**config.mk**
```make
export PLATFORM = sky130hd
export DESIGN_NAME = player_input
export DESIGN_NICKNAME = d
export VERILOG_FILES = /design/src/rtl/fighter_pkg.sv /design/src/rtl/btn_debounce.sv /design/src/rtl/player_input.sv
export SDC_FILE = /design/constraint.sdc
export NUM_CORES = 1
export LEC_CHECK = 0
export ABC_AREA = 1
export BUFFER_PORTS_ARGS = -buffer_cell sky130_fd_sc_hd__buf_4
export CORE_ASPECT_RATIO = 0.7
export CORE_MARGIN = 1
export CORE_UTILIZATION = 60
export CTS_BUF_LIST = sky130_fd_sc_hd__clkbuf_2
export DETAILED_ROUTE_END_ITERATION = 6
export PLACE_DENSITY = 0.77
export SETUP_SLACK_MARGIN = 0.3
export SYNTH_ARGS = -nofsm -noshare
export SYNTH_HDL_FRONTEND = slang
export SYNTH_SLANG_ARGS = --single-unit
export TNS_END_PERCENT = 5
```
**constraint.sdc**
```tcl
create_clock -name clk -period 5.11 [get_ports clk]
set_input_delay 1.533 -clock clk [delete_from_list [all_inputs] [get_ports clk]]
set_output_delay 1.533 -clock clk [all_outputs]
set_load 0.01 [all_outputs]
```
**src/rtl/fighter_pkg.sv**
```systemverilog
// Shared definitions for the fighter player blocks: direction encoding,
// default timing constants and the held-button direction resolver.
package fighter_pkg;

    typedef enum logic [1:0] {
        DIR_NONE  = 2'd0,
        DIR_LEFT  = 2'd1,
        DIR_RIGHT = 2'd2
    } dir_t;

    // 5 ms of debounce at 100 MHz; the counter width must cover DB_CYCLES-1
    localparam int DEFAULT_DB_CYCLES     = 500000;
    localparam int DEFAULT_DB_WIDTH      = 20;

    // Frames a blocked jump press is remembered when jump buffering is built in
    localparam int DEFAULT_BUFFER_FRAMES = 6;

    // Both held -> most recently pressed wins; one held -> that one; none -> NONE
    function automatic dir_t resolve_dir(input logic left_held,
                                         input logic right_held,
                                         input dir_t last_dir);
        if (left_held && right_held) begin
            return last_dir;
        end else if (left_held) begin
            return DIR_LEFT;
        end else if (right_held) begin
            return DIR_RIGHT;
        end
        return DIR_NONE;
    endfunction

endpackage

```
**src/rtl/btn_debounce.sv**
```systemverilog
// One push-button conditioner: two-flop synchronizer, mismatch counter,
// debounced level and a one-clock strobe on the clock the level rises.
// The strobe is high on the clock before 'level' reads 1, so state that
// reacts to it updates on the same edge as the level itself.
module btn_debounce
    import fighter_pkg::*;
#(
    parameter int DB_CYCLES = DEFAULT_DB_CYCLES,
    parameter int DB_WIDTH  = DEFAULT_DB_WIDTH
) (
    input  logic clk,
    input  logic reset,
    input  logic raw,
    output logic level,
    output logic rise
);

    localparam logic [DB_WIDTH-1:0] LAST_COUNT = DB_WIDTH'(DB_CYCLES - 1);

    logic [1:0]          sync;
    logic [DB_WIDTH-1:0] count;

    assign rise = sync[1] && !level && (count == LAST_COUNT);

    // Bring the asynchronous button into the clock domain
    always_ff @(posedge clk or posedge reset) begin
        if (reset) begin
            sync <= '0;
        end else begin
            sync <= {sync[0], raw};
        end
    end

    // Flip the debounced level only after DB_CYCLES consecutive mismatches
    always_ff @(posedge clk or posedge reset) begin
        if (reset) begin
            count <= '0;
            level <= 1'b0;
        end else if (sync[1] == level) begin
            count <= '0;
        end else if (count == LAST_COUNT) begin
            level <= sync[1];
            count <= '0;
        end else begin
            count <= count + 1'b1;
        end
    end

endmodule

```
**src/rtl/player_input.sv**
```systemverilog
// Per-player command generator for the movement block. Debounces the three
// buttons, resolves left/right as last-pressed-wins, turns jump presses into
// one-frame requests and only updates commands on SCEN frame ticks.
// Optional feature macro: JUMP_BUFFER_EN keeps a blocked jump press alive
// for up to BUFFER_FRAMES frames instead of dropping it at the first frame.
module player_input
    import fighter_pkg::*;
#(
    parameter int DB_CYCLES     = DEFAULT_DB_CYCLES,
    parameter int DB_WIDTH      = DEFAULT_DB_WIDTH,
    parameter int BUFFER_FRAMES = DEFAULT_BUFFER_FRAMES
) (
    input  logic       clk,
    input  logic       reset,
    input  logic       SCEN,
    input  logic       enable,
    input  logic       btn_left,
    input  logic       btn_right,
    input  logic       btn_jump,
    input  logic       jump_active,
    output logic       move_left,
    output logic       move_right,
    output logic       jump,
    output logic [2:0] btn_state
);

    logic [2:0] raw_btn;
    logic [2:0] level;
    logic [2:0] rise;

    dir_t last_dir;
    dir_t held_dir;

    logic jump_req;
    logic jump_req_next;
    logic move_left_next;
    logic move_right_next;
    logic jump_next;

`ifdef JUMP_BUFFER_EN
    localparam int AGE_W = $clog2(BUFFER_FRAMES + 1);
    localparam logic [AGE_W-1:0] LAST_AGE = AGE_W'(BUFFER_FRAMES - 1);

    logic [AGE_W-1:0] age;
    logic [AGE_W-1:0] age_next;
`else
    // Buffer depth has no role when the buffer is compiled out
    logic unused_buffer_cfg;
    assign unused_buffer_cfg = ^BUFFER_FRAMES;
`endif

    assign raw_btn   = {btn_jump, btn_right, btn_left};
    assign btn_state = level;

    for (genvar i = 0; i < 3; i++) begin : g_btn
        btn_debounce #(
            .DB_CYCLES(DB_CYCLES),
            .DB_WIDTH (DB_WIDTH)
        ) u_debounce (
            .clk  (clk),
            .reset(reset),
            .raw  (raw_btn[i]),
            .level(level[i]),
            .rise (rise[i])
        );
    end

    // Remember which direction was pressed most recently; a tie keeps the old one
    always_ff @(posedge clk or posedge reset) begin
        if (reset) begin
            last_dir <= DIR_NONE;
        end else if (rise[0] && !rise[1]) begin
            last_dir <= DIR_LEFT;
        end else if (rise[1] && !rise[0]) begin
            last_dir <= DIR_RIGHT;
        end
    end

    // Direction implied by the buttons currently held
    always_comb begin
        held_dir = resolve_dir(level[0], level[1], last_dir);
    end

    // Frame-tick command update and jump request bookkeeping
    always_comb begin
        move_left_next  = move_left;
        move_right_next = move_right;
        jump_next       = jump;
        jump_req_next   = jump_req;
`ifdef JUMP_BUFFER_EN
        age_next        = age;
`endif
        if (SCEN) begin
            if (!enable) begin
                move_left_next  = 1'b0;
                move_right_next = 1'b0;
                jump_next       = 1'b0;
                jump_req_next   = 1'b0;
`ifdef JUMP_BUFFER_EN
                age_next        = '0;
`endif
            end else begin
                move_left_next  = (held_dir == DIR_LEFT);
                move_right_next = (held_dir == DIR_RIGHT);
                jump_next       = 1'b0;
                if (jump_req && !jump_active && !jump) begin
                    jump_next     = 1'b1;
                    jump_req_next = 1'b0;
`ifdef JUMP_BUFFER_EN
                    age_next      = '0;
`endif
                end else begin
`ifdef JUMP_BUFFER_EN
                    if (jump_req) begin
                        if (age == LAST_AGE) begin
                            jump_req_next = 1'b0;
                            age_next      = '0;
                        end else begin
                            age_next = age + 1'b1;
                        end
                    end
`else
                    jump_req_next = 1'b0;
`endif
                end
            end
        end
        if (rise[2]) begin
            jump_req_next = 1'b1;
`ifdef JUMP_BUFFER_EN
            age_next      = '0;
`endif
        end
    end

    // Command and request registers
    always_ff @(posedge clk or posedge reset) begin
        if (reset) begin
            move_left  <= 1'b0;
            move_right <= 1'b0;
            jump       <= 1'b0;
            jump_req   <= 1'b0;
        end else begin
            move_left  <= move_left_next;
            move_right <= move_right_next;
            jump       <= jump_next;
            jump_req   <= jump_req_next;
        end
    end

`ifdef JUMP_BUFFER_EN
    // Age of the pending jump request, in blocked frames
    always_ff @(posedge clk or posedge reset) begin
        if (reset) begin
            age <= '0;
        end else begin
            age <= age_next;
        end
    end
`endif

endmodule
```
==> Word-level counts from Yosys, hierarchy flattened <==
Index checks and enable logic that the tools add are counted.
Widths: inputs -> output; s select.
{ "totals": {"reg_bits": 75, "in_bits": 8, "output_inout_bits": 6, "wordCells": 72} }
{ "op_classes": {"n_addsub": 3, "eq_ne": 8, "mux": 21, "bitwise_logic": 3, "n_reduce_logical": 23} }
{ "op_table": {"columns": ["cell", "count"], "rows": [
  ["$mux 20", 6],
  ["$add 20x1->20 const B", 3],
  ["$eq 20x19->1 const B", 3],
  ["$mux 2", 6],
  ["$logic_and 1x1->1", 11],
  ["$mux 1", 9],
  ["$logic_not 1->1", 7],
  ["$reduce_and 2->1", 3],
  ["$reduce_bool 2->1", 2],
  ["$eq 1x1->1", 3],
  ["$not 1->1", 3],
  ["$eq 2x1->1 const B", 1],
  ["$eq 2x2->1 const B", 1]
]} }

==> Logic depth before layout (Yosys ltp) <==
Gate-level depths: netlist of the first run.
{ "depth": {"depth_word": 7, "depth_mapped": 9, "mapped_depth_nobuf": 9} }

==> By module <==
A second synthesis of the first run with hierarchy kept.
{ "hier_totals": {"cells_unflattened": 576, "hier_area_um2": 4341.7} }
{ "modules_own_cells": {"columns": ["mod", "n_inst", "cells_per_inst", "area_per_inst_um2", "seq_area_each_um2"], "rows": [
  ["btn_debounce", 3, 180, 1350.0, 575.6],
  ["player_input", 1, 36, 291.5, 150.1]
]} }

==> Worst setup path before layout of the first run <==
Ideal clock, no wire load.
{ "synth_path": {"path_kind": "register -> output", "start": "register g_btn[1].u_debounce.level", "end": "output port btn_state[1]", "arrival_ns": 0.514, "t_required_ns": 3.577, "slack_ns": 3.063, "path_stages_with_launch": 2, "n_path_buf": 1, "path_cell_list": "dfrtp_1 buf_4"} }
{ "synth_rtl": {"columns": ["item", "line", "source"], "rows": [
  ["from (decl)", "btn_debounce.sv:14", "output logic level,"],
  ["from (signal assigned)", "btn_debounce.sv:42", "level <= sync[1];"],
  ["to (decl)", "player_input.sv:24", "output logic [2:0] btn_state"]
]} }
No word-level cell between the ends.

==> Final worst setup path of the first run <==
{ "layout_path": {"start": "register g_btn[1].u_debounce.level", "end": "output port btn_state[1]"} }
No word-level cell between the ends.

==> results of run 1 <==
[per-stage QoR]
stage	setup slack, ps	hold slack (ps)	total power (uW)	instances	util, %
2_1_floorplan	1670	331	646	552	-
3_3_place_gp	2360	332	660	651	67.2
3_5_place_dp	2320	342	662	651	67.2
4_1_cts	2350	391	1000	667	69.0
5_1_grt	2330	397	1030	667	69.0
6_report	2390	388	990	667	69.0
[cells in the mapped netlist, types with 3 or more instances]
master / instances / area (um2)
sky130_fd_sc_hd__nor2_1: 134 / 503
sky130_fd_sc_hd__nand2_1: 105 / 394
sky130_fd_sc_hd__dfrtp_1: 75 / 1880
sky130_fd_sc_hd__inv_1: 61 / 229
sky130_fd_sc_hd__nand3_1: 48 / 240
sky130_fd_sc_hd__xor2_1: 18 / 158
sky130_fd_sc_hd__a21oi_1: 13 / 65.1
sky130_fd_sc_hd__nand4_1: 12 / 75.1
sky130_fd_sc_hd__nor2_2: 11 / 68.8
sky130_fd_sc_hd__o21ai_0: 11 / 55.1
sky130_fd_sc_hd__nand2_2: 10 / 62.6
sky130_fd_sc_hd__nor3_1: 9 / 45.0
sky130_fd_sc_hd__ha_1: 8 / 100
sky130_fd_sc_hd__xnor2_1: 6 / 52.6
sky130_fd_sc_hd__o21bai_1: 5 / 37.5
sky130_fd_sc_hd__and2_1: 4 / 25.0
sky130_fd_sc_hd__nor2_4: 4 / 45.0
sky130_fd_sc_hd__a211oi_1: 3 / 22.5
sky130_fd_sc_hd__buf_4: 3 / 22.5
sky130_fd_sc_hd__clkbuf_1: 3 / 11.3
[flip-flops by register name (all words and copies together) (netlist names)]
signal / flops
jump_req: 1
move_right: 1
last_dir: 2
g_btn.u_debounce.count: 60
g_btn.u_debounce.level: 3
g_btn.u_debounce.sync: 6
jump: 1
move_left: 1
[cell families after synthesis]
family          count (synthesis)  synth area share, %
simple gates                  342                 36.1
xor+xnor                       24                 5.06
fa+ha+maj                       8                 2.41
flops                          75                 45.2
compound gates                 34                 4.64
buf+inv                        69                 6.51
[cell type report]
class	count	share of cell area [%]
multi-input combinational	408	44.9
sequential	75	42.1
inverter	63	5.31
tap	91	2.55
timing repair buffer	14	2.36
clock inverter	7	1.71
clock buffer	9	1.01
[report_power, final]
| part | internal (uW) | total, uW | switching, uW |
|---|---|---|---|
| logic | 12.2 | 41.8 | 29.7 |
| registers | 602 | 608 | 5.84 |
| clock network | 115 | 340 | 225 |
[worst min-delay path by stage]
stage,from,to,slack [ps],cells past startpoint
after floorplan,g_btn[0].u_debounce.sync[0],g_btn[0].u_debounce.sync[1],330,0
after global placement,g_btn[0].u_debounce.sync[0],g_btn[0].u_debounce.sync[1],330,0
after detailed placement,g_btn[0].u_debounce.sync[0],g_btn[0].u_debounce.sync[1],340,0
after CTS,g_btn[0].u_debounce.sync[0],g_btn[0].u_debounce.sync[1],390,0
after global routing,g_btn[0].u_debounce.sync[0],g_btn[0].u_debounce.sync[1],400,0
final,g_btn[0].u_debounce.sync[0],g_btn[0].u_debounce.sync[1],390,0
[placed cells by master, fill, tap and decap left out, types with 4 or more instances in the layout]
master,count
sky130_fd_sc_hd__nand2_2,10
sky130_fd_sc_hd__a21oi_1,13
sky130_fd_sc_hd__nor2_4,4
sky130_fd_sc_hd__clkbuf_2,9
sky130_fd_sc_hd__o21bai_1,5
sky130_fd_sc_hd__inv_1,60
sky130_fd_sc_hd__xnor2_1,6
sky130_fd_sc_hd__buf_4,14
sky130_fd_sc_hd__nor2_2,11
sky130_fd_sc_hd__nand2_1,105
sky130_fd_sc_hd__nor2_1,134
sky130_fd_sc_hd__nand4_1,12
sky130_fd_sc_hd__and2_1,4
sky130_fd_sc_hd__ha_1,8
sky130_fd_sc_hd__xor2_1,18
sky130_fd_sc_hd__o21ai_0,11
sky130_fd_sc_hd__nand3_1,48
sky130_fd_sc_hd__nor3_1,9
sky130_fd_sc_hd__dfrtp_1,75
[routing by layer]
layer  vias to the layer above  global-route usage, %  share of wire, %
met5                         -                      0                 0
met1                      1573                   41.7                50
met4                         0                   6.92              0.95
li1                       1779                      -                 -
met2                        98                   39.2                41
met3                         9                   8.20               8.4
==> parameters.txt, run 1 <==
Parameter                              Value

Worst setup path
  CP Capture Type    output pin
  Type of the worst setup path    flop to output pin
  Critical path arrival    1180 ps
  CP startpoint kind    flop
  Dominant delay contributor by cell family on the critical path    flip-flops
  Startpoint of the lowest-slack register-to-register path    g_btn[0].u_debounce.count[0]
  Reg2Reg Capture Point    last_dir[0]
  Critical Path, Cell by Cell    buf_4
  Count of buffer and inverter cells on the critical path    1
  R2R depth    8
  Critical Path Sink    btn_state[1]
  Worst R2R Setup Slack    3200 ps
  Launch point of the critical path    g_btn[1].u_debounce.level
  Crit-path max FO    4
  Critical-path cell with the highest stage delay    sky130_fd_sc_hd__dfrtp_1
  Worst stage delay on the critical path    460 ps
  Critical Path RT    3580 ps
  Critical path depth in cells    1

GRT
  Total grt overflow    0
  All-Layer GR Usage    27.7%
  Initial antenna violation count    0
  First-pass GRT wire length    15300 um
  Pin count of the biggest net entering global routing    46
  Vias in the first global route    3349

Placement
  Area after DPL    4340 um2
  HPWL reported at the end of detailed placement    6720 um
  Global placer's final weighted congestion    0.907
  Port-buffer cells    13

Clock network
  Root Buffer    sky130_fd_sc_hd__clkbuf_2
  Number of buffers added to fix hold violations after cts    0
  Clock network latency to the later pin of the worst-skew pair    560 ps
  Maximum clock path buffer count    2
  Total number of H-tree levels    3
  TritonCTS Sinks    75
  Clock slew at reported path FFs    240 ps
  Number of setup buffers added after CTS    0
  CTS Buf Count    9
  Clock tree from TritonCTS    yes
  Post-cts repair resize count    0

Layout
  Layout area overhead    7.39%
  Layout cells sized above 1    10.4%
  Cell area after layout    4460 um2
  Sequential Area    1880 um2
  Area of combinational cells with multiple inputs    2000 um2
  # diodes    0
  # nets final    587
  Number of filler cells placed in the layout    558

Floorplan
  Horizontal die dimension    101 um
  Core Area    6460 um2
  DIE AREA    7260 um2
  Initial core utilization    64.3%
  Number of primary I/O pins    14
  Vertical die dimension    71.6 um
  Site Rows    24

STA
  Clk_skew    34.6 ps
  Unrepaired setup endpoints after global routing    no
  Final slew viol count    0
  Slew of the pin with the lowest slew margin    886 ps
  Max Clk Rate    368 MHz
  Normalized max-slew margin    40.8%
  Hold Violations, Final    0
  Fin crit period    2720 ps
  Setup total negative slack    0 ps
  Finish-stage setup viols    0
  Fin crit share    53.2%

Route
  Detailed Route Iter0 Violations    269
  Detailed-route vias per instance    5.19
  Number of detailed-route iterations in the first pass    4
  Total DRC errors in the routed layout    0
  Total routed wirelength    8920 um
  Routed wire per std cell    13.4 um
  Via total after detailed routing    3459
  Antenna Violating Nets Remaining    0

Synth
  Yosys warning total    0
  Post-Synthesis Mean Instance Area    7.52 um2
  Number of register bits inferred by synthesis    75
  Distinct cell type count after synthesis    26
  Share of flip-flops with an asynchronous set or reset    100%
  EDFF count, synth    0
  Syn Inst Count    552
  Synthesized area    4150 um2
  Post-synth top flop    sky130_fd_sc_hd__dfrtp_1
  Seq/Total Area, Yosys    45.2%
  Synthesized Nets    568

Power and ir drop
  Power density cells    222 nW/um2
  Maximum vdd drop    0.199 mV
  Leakage power total    0.00191 uW

Run
  Number of max-cap violations    0

Run status
  Run status    finished, final reports clean

Worst hold path
  Class of the tightest hold or removal check    flop to flop
Note: power is estimated with default switching activity, not from simulation.
==> run 2: changes to the inputs <==
--- a/config.mk
+++ b/config.mk
@@ -9,10 +9,10 @@
 export BUFFER_PORTS_ARGS = -buffer_cell sky130_fd_sc_hd__buf_4
 export CORE_ASPECT_RATIO = 0.7
 export CORE_MARGIN = 1
-export CORE_UTILIZATION = 60
+export CORE_UTILIZATION = 58
 export CTS_BUF_LIST = sky130_fd_sc_hd__clkbuf_2
 export DETAILED_ROUTE_END_ITERATION = 6
-export PLACE_DENSITY = 0.77
+export PLACE_DENSITY = 0.78
 export SETUP_SLACK_MARGIN = 0.3
 export SYNTH_ARGS = -nofsm -noshare
 export SYNTH_HDL_FRONTEND = slang
==> constraint.sdc (replaced) <==
create_clock -name clk -period 2.43 [get_ports clk]
set_input_delay 0.729 -clock clk [delete_from_list [all_inputs] [get_ports clk]]
set_output_delay 0.729 -clock clk [all_outputs]
set_load 0.01 [all_outputs]
==> run 2 against run 1 <==
Hold slack lost 120 ps. Routed wire length is 0.33% lower. Via count increased by 4.9%. Register-to-register slack worse by 2700 ps. Sequential share of layout area rose by 0.12 points. Sequential power grew 110%. First-iteration DRC count down 10%. Clock skew shrank 9.8 ps. Sequential cell count unchanged. Non-clock buffer count rose by 1. Die area is 3.4% higher. Critical path type is now flop to flop.
==> parameters.txt, run 2 (synthesized netlist as in run 1, its figures left out) <==
Parameter                              Value

Route
  Antenna Violating Nets Remaining    0
  Detailed-route vias per instance    5.41
  Total DRC errors in the routed layout    0
  Routed wire per std cell    13.2 um
  Via total after detailed routing    3628
  Detailed Route Iter0 Violations    241
  Total routed wirelength    8890 um
  Number of detailed-route iterations in the first pass    5

Worst hold path
  Class of the tightest hold or removal check    primary input to async pin

STA
  Slew of the pin with the lowest slew margin    496 ps
  Fin crit period    1880 ps
  Normalized max-slew margin    66.6%
  Final slew viol count    0
  Max Clk Rate    532 MHz
  Clk_skew    24.8 ps
  Fin crit share    77.4%
  Setup total negative slack    0 ps
  Finish-stage setup viols    0
  Unrepaired setup endpoints after global routing    no
  Hold Violations, Final    0
  Final hold slack    272 ps

GRT
  Total grt overflow    0
  Vias in the first global route    3347
  Initial antenna violation count    0
  All-Layer GR Usage    26.5%
  First-pass GRT wire length    15100 um
  Pin count of the biggest net entering global routing    76

Run status
  Run status    finished, final reports clean

Worst setup path
  CP startpoint kind    flop
  R2R depth    8
  CP Capture Type    flop
  Critical Path RT    2820 ps
  Critical path arrival    2270 ps
  Type of the worst setup path    flop to flop
  Crit-path max FO    8

Floorplan
  DIE AREA    7500 um2
  Number of primary I/O pins    14
  Horizontal die dimension    103 um
  Initial core utilization    60.9%
  Vertical die dimension    72.8 um
  Site Rows    25
  Core Area    6820 um2

Clock network
  Total number of H-tree levels    3
  TritonCTS Sinks    75
  CTS Buf Count    9
  Clock slew at reported path FFs    210 ps
  Root Buffer    sky130_fd_sc_hd__clkbuf_2
  Clock network latency to the later pin of the worst-skew pair    510 ps
  Clock tree from TritonCTS    yes
  Maximum clock path buffer count    2

Power and ir drop
  Maximum vdd drop    0.247 mV
  Power density cells    432 nW/um2
  Leakage power total    0.00190 uW

Layout
  Top register by number of flip-flops    g_btn.u_debounce.count
  Max FFs per register    60
  Most common cell after layout, fill and taps aside    sky130_fd_sc_hd__nor2_1
  Commonest cells after routing, fill and taps aside    sky130_fd_sc_hd__nor2_1 (133), sky130_fd_sc_hd__nand2_1 (105), sky130_fd_sc_hd__dfrtp_1 (75)
  # nets final    588
  # diodes    0
  Layout area overhead    7.08%
  Core occupancy in the finished layout    65.2%
  Top Registers    g_btn.u_debounce.count x60, g_btn.u_debounce.sync x6, g_btn.u_debounce.level x3
  Layout cells sized above 1    10.1%

Placement
  Global placer's final weighted congestion    0.963
  HPWL reported at the end of detailed placement    6690 um
  Port-buffer cells    13

Run
  Number of max-cap violations    0
run 2: per-layer routing:
metal | track usage, % | up-vias | part of all wire, %
met5 | 0 | - | 0
met4 | 8.14 | 0 | 1.2
met3 | 6.13 | 12 | 8.1
met2 | 40.1 | 154 | 43
met1 | 38.0 | 1680 | 47
li1 | - | 1782 | -
run 2: repair_timing:
action	4_1_cts	5_1_grt
buffers inserted	0	0
setup endpoints to repair	0	2
hold buffers	0	0
gates resized for setup	0	1
run 2: critical path, stage by stage (launching register included):
cell                      delay [ps]
sky130_fd_sc_hd__dfrtp_1         410
sky130_fd_sc_hd__ha_1            180
sky130_fd_sc_hd__nand2_1         110
sky130_fd_sc_hd__nor2_2          220
sky130_fd_sc_hd__nand3_2         200
sky130_fd_sc_hd__nor2_1          200
sky130_fd_sc_hd__ha_1            290
sky130_fd_sc_hd__nand2_1          70
sky130_fd_sc_hd__o21ai_0          80
run 2: path summary, 6_finish.rpt:
kind	start	to	slack, ps
min in group clk	btn_jump	g_btn[2].u_debounce.sync[0]	320
worst min-delay path	reset	g_btn[2].u_debounce.count[9]	270
worst min register to register	g_btn[1].u_debounce.sync[0]	g_btn[1].u_debounce.sync[1]	380
max in group asynchronous	reset	g_btn[2].u_debounce.count[4]	1810
worst max register to register	g_btn[0].u_debounce.count[0]	last_dir[1]	550
worst max-delay path	g_btn[0].u_debounce.count[0]	last_dir[1]	550
run 2: report_power, final:
group / internal, uW / switching (uW) / leakage (uW) / total (uW)
sequential: 1270 / 12.9 / 0.00103 / 1280
combinational: 29.1 / 63.6 / 0.000819 / 92.8
clock: 122 / 428 / 0.0000560 / 550
total: 1420 / 505 / 0.00190 / 1920
run 2: final cells by class:
class / instances / area (um2)
clock buffer: 9 / 45.0
tap: 94 / 118
multi-input combinational: 408 / 2010
clock inverter: 7 / 33.8
sequential: 75 / 1880
timing repair buffer: 15 / 125
inverter: 63 / 240
fill: 613 / 2370
run 2: per-stage QoR:
step | total power, uW | instances | area (um2) | worst slack (ps)
3_5_place_dp | 1400 | 655 | 4360 | 520
4_1_cts | 1950 | 671 | 4440 | 467
2_1_floorplan | 1360 | 552 | 4150 | 770
3_3_place_gp | 1390 | 655 | 4360 | 638
6_report | 1920 | 671 | 4440 | 550
5_1_grt | 2010 | 671 | 4440 | 358
